## config.mk

```make
export PLATFORM = sky130hd
export DESIGN_NAME = led_pwm
export DESIGN_NICKNAME = d
export VERILOG_FILES = /design/src/rtl/led_pwm.sv
export SDC_FILE = /design/constraint.sdc
export NUM_CORES = 1
export LEC_CHECK = 0
export BUFFER_PORTS_ARGS = -buffer_cell sky130_fd_sc_hd__buf_2
export CAP_MARGIN = 20
export CORE_ASPECT_RATIO = 1.75
export CORE_MARGIN = 2
export CORE_UTILIZATION = 45
export DETAILED_ROUTE_END_ITERATION = 12
export GPL_ROUTABILITY_DRIVEN = 1
export HOLD_SLACK_MARGIN = 0.03
export PLACE_DENSITY = 0.71
export SLEW_MARGIN = 0
export SYNTH_ARGS = -nofsm -noshare
export SYNTH_HDL_FRONTEND = slang
export SYNTH_SLANG_ARGS = --single-unit
```

## constraint.sdc

```tcl
create_clock -name clk -period 1.7 [get_ports clk]
set_clock_uncertainty 0.05 [all_clocks]
set_input_delay 0.17 -clock clk [delete_from_list [all_inputs] [get_ports clk]]
set_output_delay 0.17 -clock clk [all_outputs]
set_load 0.1 [all_outputs]
```

## src/rtl/led_pwm.sv

```systemverilog
// Four-channel 8-bit LED PWM with a prescaled counter and a simple
// request/grant register bus (CTRL, PRESC, DUTY, STATUS).
module led_pwm #(
  parameter int                 PRESC_W   = 16,
  parameter logic [PRESC_W-1:0] PRESC_RST = '0
) (
  input  logic        clk,
  input  logic        rst_n,
  input  logic        peri_req,
  input  logic [31:0] peri_addr,
  input  logic        peri_write,
  input  logic [3:0]  peri_be,
  input  logic [31:0] peri_wdata,
  output logic        peri_gnt,
  output logic        peri_rvalid,
  output logic [31:0] peri_rdata,
  output logic [3:0]  led
);

  logic [3:0]         ctrl;
  logic [PRESC_W-1:0] presc;
  logic [PRESC_W-1:0] pc;
  logic [31:0]        duty;
  logic [31:0]        act;
  logic [7:0]         cnt;
  logic               wrap;

  logic [1:0]  sel;
  logic        wr;
  logic [31:0] wmask;
  logic        run;
  logic        tick;
  logic        wrap_set;
  logic        wrap_clr;
  logic        presc_wr;
  logic [31:0] rd_mux;
  logic [3:0]  led_nxt;

  logic unused_addr;
  assign unused_addr = ^{peri_addr[31:4], peri_addr[1:0]};

  assign peri_gnt = peri_req;

  always_comb begin
    sel      = peri_addr[3:2];
    wr       = peri_req & peri_write;
    wmask    = {{8{peri_be[3]}}, {8{peri_be[2]}},
                {8{peri_be[1]}}, {8{peri_be[0]}}};
    run      = |ctrl;
    tick     = run && (pc == presc);
    wrap_set = tick && (cnt == 8'hFF);
    presc_wr = wr && (sel == 2'd1);
    wrap_clr = wr && (sel == 2'd3) && peri_be[1] && peri_wdata[8];
    rd_mux   = '0;
    case (sel)
      2'd0:    rd_mux = {28'd0, ctrl};
      2'd1:    rd_mux = 32'(presc);
      2'd2:    rd_mux = duty;
      default: rd_mux = {23'd0, wrap, cnt};
    endcase
    for (int i = 0; i < 4; i++) begin
      led_nxt[i] = ctrl[i] && (cnt < act[8*i +: 8]);
    end
  end

  always_ff @(posedge clk) begin
    if (!rst_n) begin
      ctrl        <= '0;
      presc       <= PRESC_RST;
      pc          <= '0;
      duty        <= '0;
      act         <= '0;
      cnt         <= '0;
      wrap        <= 1'b0;
      led         <= '0;
      peri_rvalid <= 1'b0;
      peri_rdata  <= '0;
    end else begin
      peri_rvalid <= peri_req;
      peri_rdata  <= (peri_req && !peri_write) ? rd_mux : '0;
      led         <= led_nxt;
      wrap        <= wrap_set | (wrap & ~wrap_clr);
      // Active duty only reloads while idle or at a period wrap
      if (!run) begin
        pc  <= '0;
        cnt <= '0;
        act <= duty;
      end else if (tick) begin
        pc  <= '0;
        cnt <= cnt + 8'd1;
        if (cnt == 8'hFF) act <= duty;
      end else begin
        pc <= pc + PRESC_W'(1);
      end
      if (presc_wr) begin
        pc    <= '0;
        presc <= (presc & ~wmask[PRESC_W-1:0]) |
                 (peri_wdata[PRESC_W-1:0] & wmask[PRESC_W-1:0]);
      end
      if (wr && (sel == 2'd0) && peri_be[0]) ctrl <= peri_wdata[3:0];
      if (wr && (sel == 2'd2)) duty <= (duty & ~wmask) | (peri_wdata & wmask);
    end
  end

endmodule
```

# Word level (Yosys, flattened, before mapping)
# Cells that the tools add are included.
dict set report word_totals {
  elab_cells 62
  regBits 146
  input_bits 72
  output_inout_bits 38
}
dict set report op_classes {
  magnitude_cmp 4
  n_bitwise 14
  eq_ne 7
  n_reduce_logical 21
  n_mux 4
  n_addsub 2
}
# op count
set ops {}
lappend ops {{32-bit 2-to-1 mux} 3}
lappend ops {{32-bit one-hot mux with 3 select lines} 1}
lappend ops {{32-bit AND} 2}
lappend ops {{16-bit AND} 2}
lappend ops {{8-bit less-than comparator} 4}
lappend ops {{32-bit inverter} 1}
lappend ops {{32-bit bitwise OR} 1}
lappend ops {{16-bit by 1-bit adder with 16-bit output, second input constant} 1}
lappend ops {{16-bit equality test} 1}
lappend ops {{16-bit inverter} 1}
lappend ops {{16-bit bitwise OR} 1}
lappend ops {{1-bit logical AND} 14}
lappend ops {{8-bit by 1-bit adder with 8-bit output, second input constant} 1}
lappend ops {{8-bit equality test, second input constant} 1}
lappend ops {{4-bit OR reduction} 2}
lappend ops {{2-bit AND reduction} 3}
lappend ops {{2-bit equality test, second input constant} 2}
lappend ops {{2-bit by 1-bit inequality test with 1-bit output, second input constant} 2}
lappend ops {{1-bit inverter} 3}
lappend ops {{1-bit AND} 2}
lappend ops {{2-bit by 1-bit equality test with 1-bit output, second input constant} 1}
lappend ops {{2-bit zero test} 1}
lappend ops {{1-bit zero test} 1}
lappend ops {{1-bit bitwise OR} 1}

# Depth between registers and ports, before layout
dict set report logic_depth {
  depth_word 7
  depth_mapped 8
}

# Worst setup path before layout
# OpenSTA, ideal clock, no wires.
dict set report synth_path {
  kind {flip-flop to flip-flop}
  startpoint {reg pc[2]}
  endpoint {reg cnt[5]}
  synth_period_minus_slack_ns 1.836
  t_required_ns 1.580
  slack_ns -0.136
  stages_incl_launch_ff 7
  arrival_ns 1.715
  setup_ns 0.070
  cell_sequence {dfxtp_1 buf_6 xor2_2 nor4_4 nand4_4 or4_1 a21oi_1}
}
dict set report synth_via {
  elab_chain_cells 2
}
# element line
set synth_rtl {}
lappend synth_rtl {{start: declaration} 22} ;# logic [PRESC_W-1:0] pc;
lappend synth_rtl {{start signal: assignment} 93} ;# pc <= pc + PRESC_W'(1);
lappend synth_rtl {{16-bit equality test} 50} ;# tick = run && (pc == presc);
lappend synth_rtl {{1-bit logical AND} 50}
lappend synth_rtl {{end signal: assignment} 90} ;# cnt <= cnt + 8'd1;
lappend synth_rtl {{end: declaration} 25} ;# logic [7:0] cnt;
# No other way between the ends.
# A chain may end at the register's enable or synchronous reset.

# Worst setup path after layout
dict set report layout_path {
  startpoint {reg pc[7]}
  endpoint {reg act[23]}
}
dict set report layout_via {
  elab_chain_cells 4
}
# element line
set layout_rtl {}
lappend layout_rtl {{16-bit equality test} 50}
lappend layout_rtl {{1-bit logical AND} 50}
lappend layout_rtl {{2-bit by 1-bit inequality test with 1-bit output (no line)} --}
lappend layout_rtl {{2-bit AND reduction (no line)} --}
lappend layout_rtl {{end signal: assignment} 87} ;# act <= duty;
lappend layout_rtl {{end signal: assignment} 91} ;# if (cnt == 8'hFF) act <= duty;
lappend layout_rtl {{end: declaration} 24} ;# logic [31:0] act;
# No other way between the ends.

==> metrics <==
async set-reset flop share out of synthesis 0%; synthesized net count 758; Die H 158.6 um; CTS sink count 146; DP HPWL 11850 um; Final Hold Vio Count 0; Synth Instances 656; Clock H-tree levels 4; grt total ovfl 0; total number of yosys warnings 0; Area Overhead vs Synth 33.43%; Top Ports 110; PD cells 913.5 nW/um2; maximum number of pins on one net before global-route repair 54; diodes inserted 0; EDFF count, synth 0; Setup-failing EPs final 55; share of layout cells above drive strength 1 25.89%; first-pass GRT wire length 26720 um; post-synthesis cell area 6150 um2; leakage power 3.405 nW; Yosys reg bits 146; total CTS buffers 17; status finished with violations; Netlist cell types 46; crit path max fanout 6; Via density 5.343; drt wl/cell 16.58 um; all-layer global routing usage 23.53%; worst hold margin 0.03870 ns; DIE WIDTH 92.37 um; max_slew headroom 61.63%; Port Buf Inserts 79; post-route setup slack -0.2643 ns; Max Slew Vio Count 0; Avg Inst Size Synth 9.374 um2; worst min path class in -> reg; max-cap violations 0; antenna violations before repair 0; area leader, netlist dfxtp_1; Remaining DRCs 0; CP startpoint kind flop; core box area 13380 um2; std cell rows 56; hold-critical path depth 3; Main synth FF type dfxtp_1; Antenna Nets Post-Route 0; Initial Util 45.95%; Max Freq 509.1 MHz; Clock transition at path regs 0.06 ns; WP data arrival 2.28 ns; Starting DRT DRC Count 288; DR vias 5428; failing checks setup timing; Setup Crit Path Kind reg -> reg; RSZ-0062 raised after global routing yes; CP Capture Type flop; clk_lat worst skew 0.43 ns; Die Area 14650 um2; number of global-route vias before repair 5640; actual slew at the worst max-slew pin 0.5756 ns; count leader, synth dfxtp_1; Tot Pwr 0.007496 W; worst-case clock buffer depth 2; nets 931; Final Critical Period 1.964 ns; sequential-to-total area share from yosys stat 47.53%; Required @ worst endpoint 2.02 ns; Reg2Reg Depth 8; clk root buf clkbuf_16; Synth top area share 47.53%; Pre-antenna DRT Iters 4; VDD IR-drop max 0.7999 mV; Area contributors post-synth dfxtp_1, ha_1, a21oi_1, nand3_1, a22o_1; CTS tree done; GPL Wtd Cong 0.8806; drt total wl 16850 um; Tcrit/Tclk final 115.5%; Commonest cells post-synth dfxtp_1, nand2_1, a21oi_1, nand3_1
==> what timing repair did <==
action / 4_1_cts / 5_1_grt
cloned: 2 / 2
endpoints found under the hold margin: 53 / 0
setup endpoints to repair: 55 / 56
buffers inserted: 5 / 0
pin swaps: 3 / 12
resized for setup: 11 / 13
hold buffers: 33 / 0
==> worst max-delay path: stages (launching register included) <==
cell     delay [ns]
dfxtp_2        0.33
xor2_2         0.20
nor4_2         0.27
buf_4          0.18
nand4_4        0.16
o31ai_4        0.24
buf_6          0.18
buf_6          0.14
a22o_1         0.15
==> metrics by stage <==
stage	instance area [um2]	setup TNS, ns	util [%]	worst slack [ns]	instances
final	8205	-11.93	61.31	-0.2643	1016
after global routing	8205	-14.61	61.31	-0.3153	1016
after CTS	8115	-10.84	60.64	-0.2584	1015
after detailed placement	7129	-10.93	53.27	-0.3000	943
after global placement	7129	-8.235	53.27	-0.2218	943
after floorplan	6171	-2.599	-	-0.07696	656
==> logic make-up after synthesis <==
logic type / count (synthesis) / synth area share [%]
muxes: 14 / 3.194
AOI/OAI and AO/OA: 140 / 15.32
and+or+nand+nor: 221 / 17.90
adders and majority gates: 30 / 6.104
DFF: 146 / 47.53
xor gates and xnor gates: 31 / 4.537
buffers and inverters: 74 / 5.412
==> power breakdown <==
group,switching [W],internal [W]
clock,0.00147,0.00206
combinational,0.000275,0.000228
sequential,0.0000171,0.00345
total,0.00176,0.00573
==> placed cells by master, fill, tap and decap left out, types with 4 or more instances in the layout <==
cell type and count:
xor2_1 20, mux4_2 4, xnor2_1 8, inv_1 37
mux2i_1 5, a22oi_1 12, and3_1 4, a21o_1 4
buf_2 79, nor2b_1 7, dfxtp_2 9, dlygate4sd3_1 33
nor2_1 37, nand2b_1 6, nand2_1 69, ha_1 30
or4_1 4, a211oi_1 4, nand3_1 57, buf_6 5
o21a_1 8, dfxtp_1 137, a21oi_1 56, o21ai_1 6
buf_4 68, a211o_1 4, a31oi_1 4, mux2_1 5
and2_1 17, clkbuf_16 19, a22o_1 32
==> area by class of cell <==
type	instances	area, um2
fill	1109	5177
multi-input combinational	437	2977
sequential	146	2934
timing repair buffer	189	1378
clock buffer	21	450.4
tap	174	217.7
inverter	38	142.6
clock inverter	11	106.4
==> path summary, 6_finish.rpt <==
path               from      end  slack (ns)
max reg2reg       pc[7]  act[23]       -0.26
min reg2reg        flop     flop        0.42
max               pc[7]  act[23]       -0.26
min          peri_be[3]     flop        0.04
==> per-layer routing <==
layer / global-route usage [%] / wire [um]
met1: 23.53 / 6485
met4: 12.51 / 651
met3: 5.395 / 639
met2: 44.49 / 9071
met5: 0 / 0
Power figures use the tool's default switching activity.
